[src/rtl/pwm_mon_pkg.sv]
`default_nettype none
// ============================================================================
// Module      : pwm_mon_pkg
// Description : Shared helpers for the popcount window monitor: width sizing
//               and a width-argument popcount usable at any vector size.
// Revision    : 1.0 - initial release
// ============================================================================
package pwm_mon_pkg;

    // Widest vector the popcount helper accepts; callers zero-extend into it.
    localparam int unsigned PC_MAX_W = 256;

    function automatic int unsigned cnt_width(input int unsigned n);
        int unsigned w;
        w = $clog2(n + 1);
        return (w < 1) ? 1 : w;
    endfunction

    function automatic int unsigned popcount(input logic [PC_MAX_W-1:0] v,
                                             input int unsigned        w);
        int unsigned c;
        c = 0;
        for (int unsigned i = 0; i < PC_MAX_W; i++) begin
            if ((i < w) && v[i]) begin
                c = c + 1;
            end
        end
        return c;
    endfunction

endpackage : pwm_mon_pkg
`default_nettype wire

[src/rtl/popcount_window_monitor_filter.sv]
`default_nettype none
// ============================================================================
// Module      : stable_filter
// Description : Persistence filter; q_out follows d only after d has differed
//               from q_out for HOLD consecutive cycles.
// Revision    : 1.0 - initial release
// ============================================================================
module stable_filter #(
    parameter int   HOLD    = 4,
    parameter logic RST_VAL = 1'b1
) (
    input  logic clk,
    input  logic rst_n,
    input  logic d,
    output logic q_out
);

    localparam int c_hold_w = (HOLD > 1) ? $clog2(HOLD) : 1;
    localparam logic [c_hold_w-1:0] c_hold_last = c_hold_w'(HOLD - 1);

    generate
        if (HOLD < 1) begin : g_bad_hold
            $fatal(1, "stable_filter: HOLD must be >= 1");
        end
    endgenerate

    logic [c_hold_w-1:0] r_hold_cnt;
    logic                r_q;

    // Any agreeing cycle restarts the run, so only an unbroken disagreement moves r_q.
    always_ff @(posedge clk or negedge rst_n) begin
        if (!rst_n) begin
            r_hold_cnt <= '0;
            r_q        <= RST_VAL;
        end else if (d == r_q) begin
            r_hold_cnt <= '0;
        end else if (r_hold_cnt == c_hold_last) begin
            r_q        <= d;
            r_hold_cnt <= '0;
        end else begin
            r_hold_cnt <= r_hold_cnt + c_hold_w'(1);
        end
    end

    assign q_out = r_q;

endmodule : stable_filter
`default_nettype wire

[src/rtl/popcount_window_monitor.sv]
`default_nettype none
// ============================================================================
// Module      : popcount_window_monitor
// Description : Flags when at most MAX_ACTIVE of N registered inputs are high,
//               with glitch filter, sticky violation flag and blinking LED.
// Revision    : 1.0 - initial release
// ============================================================================
module popcount_window_monitor
    import pwm_mon_pkg::*;
#(
    parameter  int N          = 3,
    parameter  int MAX_ACTIVE = 1,
    parameter  int HOLD       = 4,
    parameter  int BLINK_DIV  = 8,
    localparam int CNT_W      = cnt_width(N)
) (
    input  logic             clk,
    input  logic             rst_n,
    input  logic [N-1:0]     in_vec,
    input  logic             clr,
    output logic [CNT_W-1:0] count,
    output logic             q,
    output logic             q_stable,
    output logic             viol_sticky,
    output logic             led
);

    localparam int unsigned c_max_active = MAX_ACTIVE;
    localparam int          c_blink_w    = (BLINK_DIV > 1) ? $clog2(BLINK_DIV) : 1;
    localparam logic [c_blink_w-1:0] c_blink_last = c_blink_w'(BLINK_DIV - 1);

    generate
        if (N < 1 || N > int'(PC_MAX_W)) begin : g_bad_n
            $fatal(1, "popcount_window_monitor: N out of range");
        end
        if (MAX_ACTIVE < 0 || MAX_ACTIVE > N) begin : g_bad_max
            $fatal(1, "popcount_window_monitor: MAX_ACTIVE must be in 0..N");
        end
        if (BLINK_DIV < 1) begin : g_bad_blink
            $fatal(1, "popcount_window_monitor: BLINK_DIV must be >= 1");
        end
    endgenerate

    logic [N-1:0]         r_in;
    logic [CNT_W-1:0]     r_count;
    logic                 r_q;
    logic                 r_viol;
    logic [c_blink_w-1:0] r_blink_cnt;
    logic                 r_blink_phase;
    logic                 r_led;
    logic                 w_q_stable;
    int unsigned          w_pop;

    assign w_pop = popcount(PC_MAX_W'(r_in), N);

    // Inputs are asynchronous to clk, so they are registered once before counting.
    always_ff @(posedge clk or negedge rst_n) begin
        if (!rst_n) begin
            r_in    <= '0;
            r_count <= '0;
            r_q     <= 1'b1;
        end else begin
            r_in    <= in_vec;
            r_count <= CNT_W'(w_pop);
            r_q     <= (w_pop <= c_max_active);
        end
    end

    stable_filter #(
        .HOLD    (HOLD),
        .RST_VAL (1'b1)
    ) u_filter (
        .clk   (clk),
        .rst_n (rst_n),
        .d     (r_q),
        .q_out (w_q_stable)
    );

    // Set has priority, so clr cannot drop the flag while the violation persists.
    always_ff @(posedge clk or negedge rst_n) begin
        if (!rst_n) begin
            r_viol <= 1'b0;
        end else if (!w_q_stable) begin
            r_viol <= 1'b1;
        end else if (clr) begin
            r_viol <= 1'b0;
        end
    end

    always_ff @(posedge clk or negedge rst_n) begin
        if (!rst_n) begin
            r_blink_cnt   <= '0;
            r_blink_phase <= 1'b0;
        end else if (!r_viol) begin
            r_blink_cnt   <= '0;
            r_blink_phase <= 1'b0;
        end else if (r_blink_cnt == c_blink_last) begin
            r_blink_cnt   <= '0;
            r_blink_phase <= ~r_blink_phase;
        end else begin
            r_blink_cnt   <= r_blink_cnt + c_blink_w'(1);
        end
    end

    always_ff @(posedge clk or negedge rst_n) begin
        if (!rst_n) begin
            r_led <= 1'b1;
        end else begin
            r_led <= r_viol ? r_blink_phase : w_q_stable;
        end
    end

    assign count       = r_count;
    assign q           = r_q;
    assign q_stable    = w_q_stable;
    assign viol_sticky = r_viol;
    assign led         = r_led;

endmodule : popcount_window_monitor
`default_nettype wire

[config.mk]
export PLATFORM = sky130hd
export DESIGN_NAME = popcount_window_monitor
export DESIGN_NICKNAME = d
export VERILOG_FILES = /design/src/rtl/pwm_mon_pkg.sv /design/src/rtl/popcount_window_monitor_filter.sv /design/src/rtl/popcount_window_monitor.sv
export SDC_FILE = /design/constraint.sdc
export NUM_CORES = 1
export LEC_CHECK = 0
export ABC_AREA = 1
export BUFFER_PORTS_ARGS = -buffer_cell sky130_fd_sc_hd__buf_2
export CAP_MARGIN = 25
export CORE_MARGIN = 2
export CORE_UTILIZATION = 45
export DETAILED_ROUTE_END_ITERATION = 10
export MAX_ROUTING_LAYER = met4
export PLACE_DENSITY = 0.67
export SYNTH_ARGS = -nofsm -noshare
export SYNTH_HDL_FRONTEND = slang
export SYNTH_HIERARCHICAL = 1
export SYNTH_SLANG_ARGS = --single-unit
export TNS_END_PERCENT = 5
[constraint.sdc]
create_clock -name clk -period 1.3 [get_ports clk]
set_input_delay 0.065 -clock clk [delete_from_list [all_inputs] [get_ports clk]]
set_output_delay 0.065 -clock clk [all_outputs]
set_load 0.01 [all_outputs]
==> metrics.yaml <==
run_status:
  status: "complete, no violations"
clocking:
  postCtsResizedCells: 0
  postCtsSetupRepairBufs: 0
  cts_tree: "built"
  cts_hold_buf: 5
  clock_latency_ns: 0.27
  h-tree-depth: 1
  cts-root-buf: "clkbuf_4"
  clockBufferDepth: 2
  cts_inserted_buffers: 3
  clk_pin_slew_worst_paths_ns: 0.09
  cts.sinks: 15
place:
  gp_congestion: 0.617
  portBuffers: 11
  dpl-instance-area_sq_um: 666
  pre_cts_ws_ns: 0.223
  hpwlAfterDp_um: 550
timing:
  setup-violations-final: 0
  max_freq_mhz: 923
  period_needed_ns: 1.08
  hold_slack_ns: 0.212
  setup_slack_ns: 0.217
  slew_violations: 0
  skew_ns: 0.00403
  setup_tns_ns: 0
  hold_viol: 0
  period_share_pct: 83.3
  tightest_slew_ns: 0.321
  max_slew_margin_pct: 78.6
  rsz0062_at_grt: "false"
power_and_ir_drop:
  intPower_uw: 877
  peakVddDrop_mv: 0.828
  combPwrFrac_pct: 26.5
  pwr-share-clk_pct: 19.7
  switchingPower_uw: 389
  switching_share_pct: 30.7
  p_leak_nw: 0.407
  power_density_nw_per_um2: 1700
  pwr-share-seq_pct: 53.8
worst_setup_path:
  worstPathCellList: "inv_1 > fa_1 > inv_1"
  crit_slowest_cell: "fa_1"
  reg2regPathDepth: 3
  worstPathArrival_ns: 1.25
  cp_common_cell: "inv_1"
  reg2reg_from: "r_in[0]"
  worst-setup-path-type: "register to register"
  max_stage_delay_ns: 0.53
  critPathCaptureType: "register"
  startpoint: "r_in[0]"
  path_max_fanout: 2
  startpoint_type: "register"
  worstPathRequired_ns: 1.47
routing:
  wl_um: 770
  antenna_left: 0
  drc: 0
  firstDrtPassIters: 4
  vias: 357
  wire_per_inst_um: 8.75
  drt_iter0_drc: 1
  via_per_inst: 4.06
die:
  initial_core_util_pct: 46.6
  core-area_sq_um: 1270
  ios: 12
  die_h_um: 40.3
  dieArea_sq_um: 1620
  rows: 13
  die_w_um: 40.3
finish:
  area_growth_pct: 25.6
  final_nets: 86
  seqCellArea_sq_um: 379
  nFillCells: 106
  design_area_sq_um: 743
  multiInputGateArea_sq_um: 168
  layout-drive-gt1-share_pct: 26.0
  antennaDiodeCount: 0
global_routing:
  track_usage_pct: 12.4
  grt_pass1_wl_mm: 1.22
  antenna_found_initial: 0
  grt_pass1_vias: 306
  grt-ovfl-total: 0
  grt_max_degree: 16
synth:
  avgSynthCellArea_sq_um: 11.2
  yosysMostFrequentCell: "dfrtp_1"
  synth_top_cell_by_area: "dfrtp_1"
  yosys.cell_types.count: 12
  synth_edf_count: 0
  synth-main-ff-cell: "dfrtp_1"
  synth_top_area_share_pct: 50.7
  synth_commonest_cells: "dfrtp_1 (12), inv_1 (11), nand2_1 (9), ha_1 (5), nor2_1 (4)"
  ys_warn_count: 6
  synthesis.nets: 65
  syn_area_sq_um: 592
  postSynthCellCount: 53
  synth_seq_area_share_pct: 64.1
  yosys_register_bits: 15
  async_reset_ff_share_pct: 100
  synth_area_leaders: "dfrtp_1 (51%), dfstp_2 (13%), ha_1 (11%)"
min_path:
  min_path_type: "input pin to asynchronous set/reset pin"
flow_run:
  maxCapViolations: 0
==> layout by cell type (no fill, tap or decap) <==
cell	Yosys	layout
dfrtp_1	12	12
inv_1	11	11
buf_2	0	11
nand2_1	9	9
ha_1	5	5
dlygate4sd3_1	0	5
nor2_1	4	4
clkbuf_4	0	3
dfstp_2	3	3
o21ai_0	2	2
o21ai_1	2	2
nand3_1	2	2
inv_2	1	1
fa_1	1	1
clkinv_2	0	1
or2_0	1	1
==> cell families (layout without fill, tap and decap cells) <==
group / after synthesis / count (layout) / synth area share (%)
compound gates: 4 / 4 / 3.38
buf+inv: 12 / 32 / 7.61
flops: 15 / 15 / 64.1
simple gates: 16 / 16 / 11.0
fa+ha+maj: 6 / 6 / 14.0
==> worst paths after layout <==
kind,to,slack (ns)
worst max register to register,count[0],0.22
worst min register to register,r_blink_cnt[0],0.43
min in group clk,r_blink_cnt[0],0.43
max in group asynchronous,q,0.80
worst max-delay path,count[0],0.22
worst min-delay path,r_blink_phase,0.21
==> metal layers <==
layer | GRT usage [%] | vias up | share of wire (%)
li1 | - | 196 | -
met1 | 15.5 | 153 | 50
met2 | 17.7 | 8 | 45
met3 | 5.00 | 0 | 5.1
met4 | 5.00 | 0 | 0
met5 | - | - | 0
==> state kept, by name (all words and copies together), names as in the netlist <==
register and flops:
u_filter/r_hold_cnt 2, u_filter/q_out 1, viol_sticky 1, led 1
q 1, r_blink_cnt 3, count 2, r_blink_phase 1
r_in 3
==> final cells by class <==
class	count	share of cell area [%]
Clock buffer	3	3.03
Clock inverter	1	0.673
Inverter	12	6.06
Multi-Input combinational cell	26	22.6
Sequential cell	15	51.0
Tap cell	15	2.53
Timing Repair Buffer	16	14.1
==> metrics by stage <==
stage / power [mW] / utilization (%) / cells
after floorplan: 0.914 / - / 53
after global placement: 1.01 / 52.5 / 79
after detailed placement: 1.02 / 52.5 / 79
after CTS: 1.29 / 58.6 / 88
after global routing: 1.38 / 58.6 / 88
final: 1.27 / 58.6 / 88
==> worst max-delay path, delay by kind of cell, from the launching register on <==
kind       cells  cell delay [ns]
fa+ha+maj      1             0.53
flops          1             0.35
buf+inv        2             0.10
==> power groups by stage <==
stage	Combinational [mW]	Clock [mW]	Sequential [mW]
floorplan	0.210	0	0.704
global placement	0.317	0	0.691
detailed placement	0.328	0	0.693
CTS	0.343	0.261	0.684
global route	0.396	0.291	0.697
finish	0.336	0.249	0.682
(Power assumes the default switching activity.)
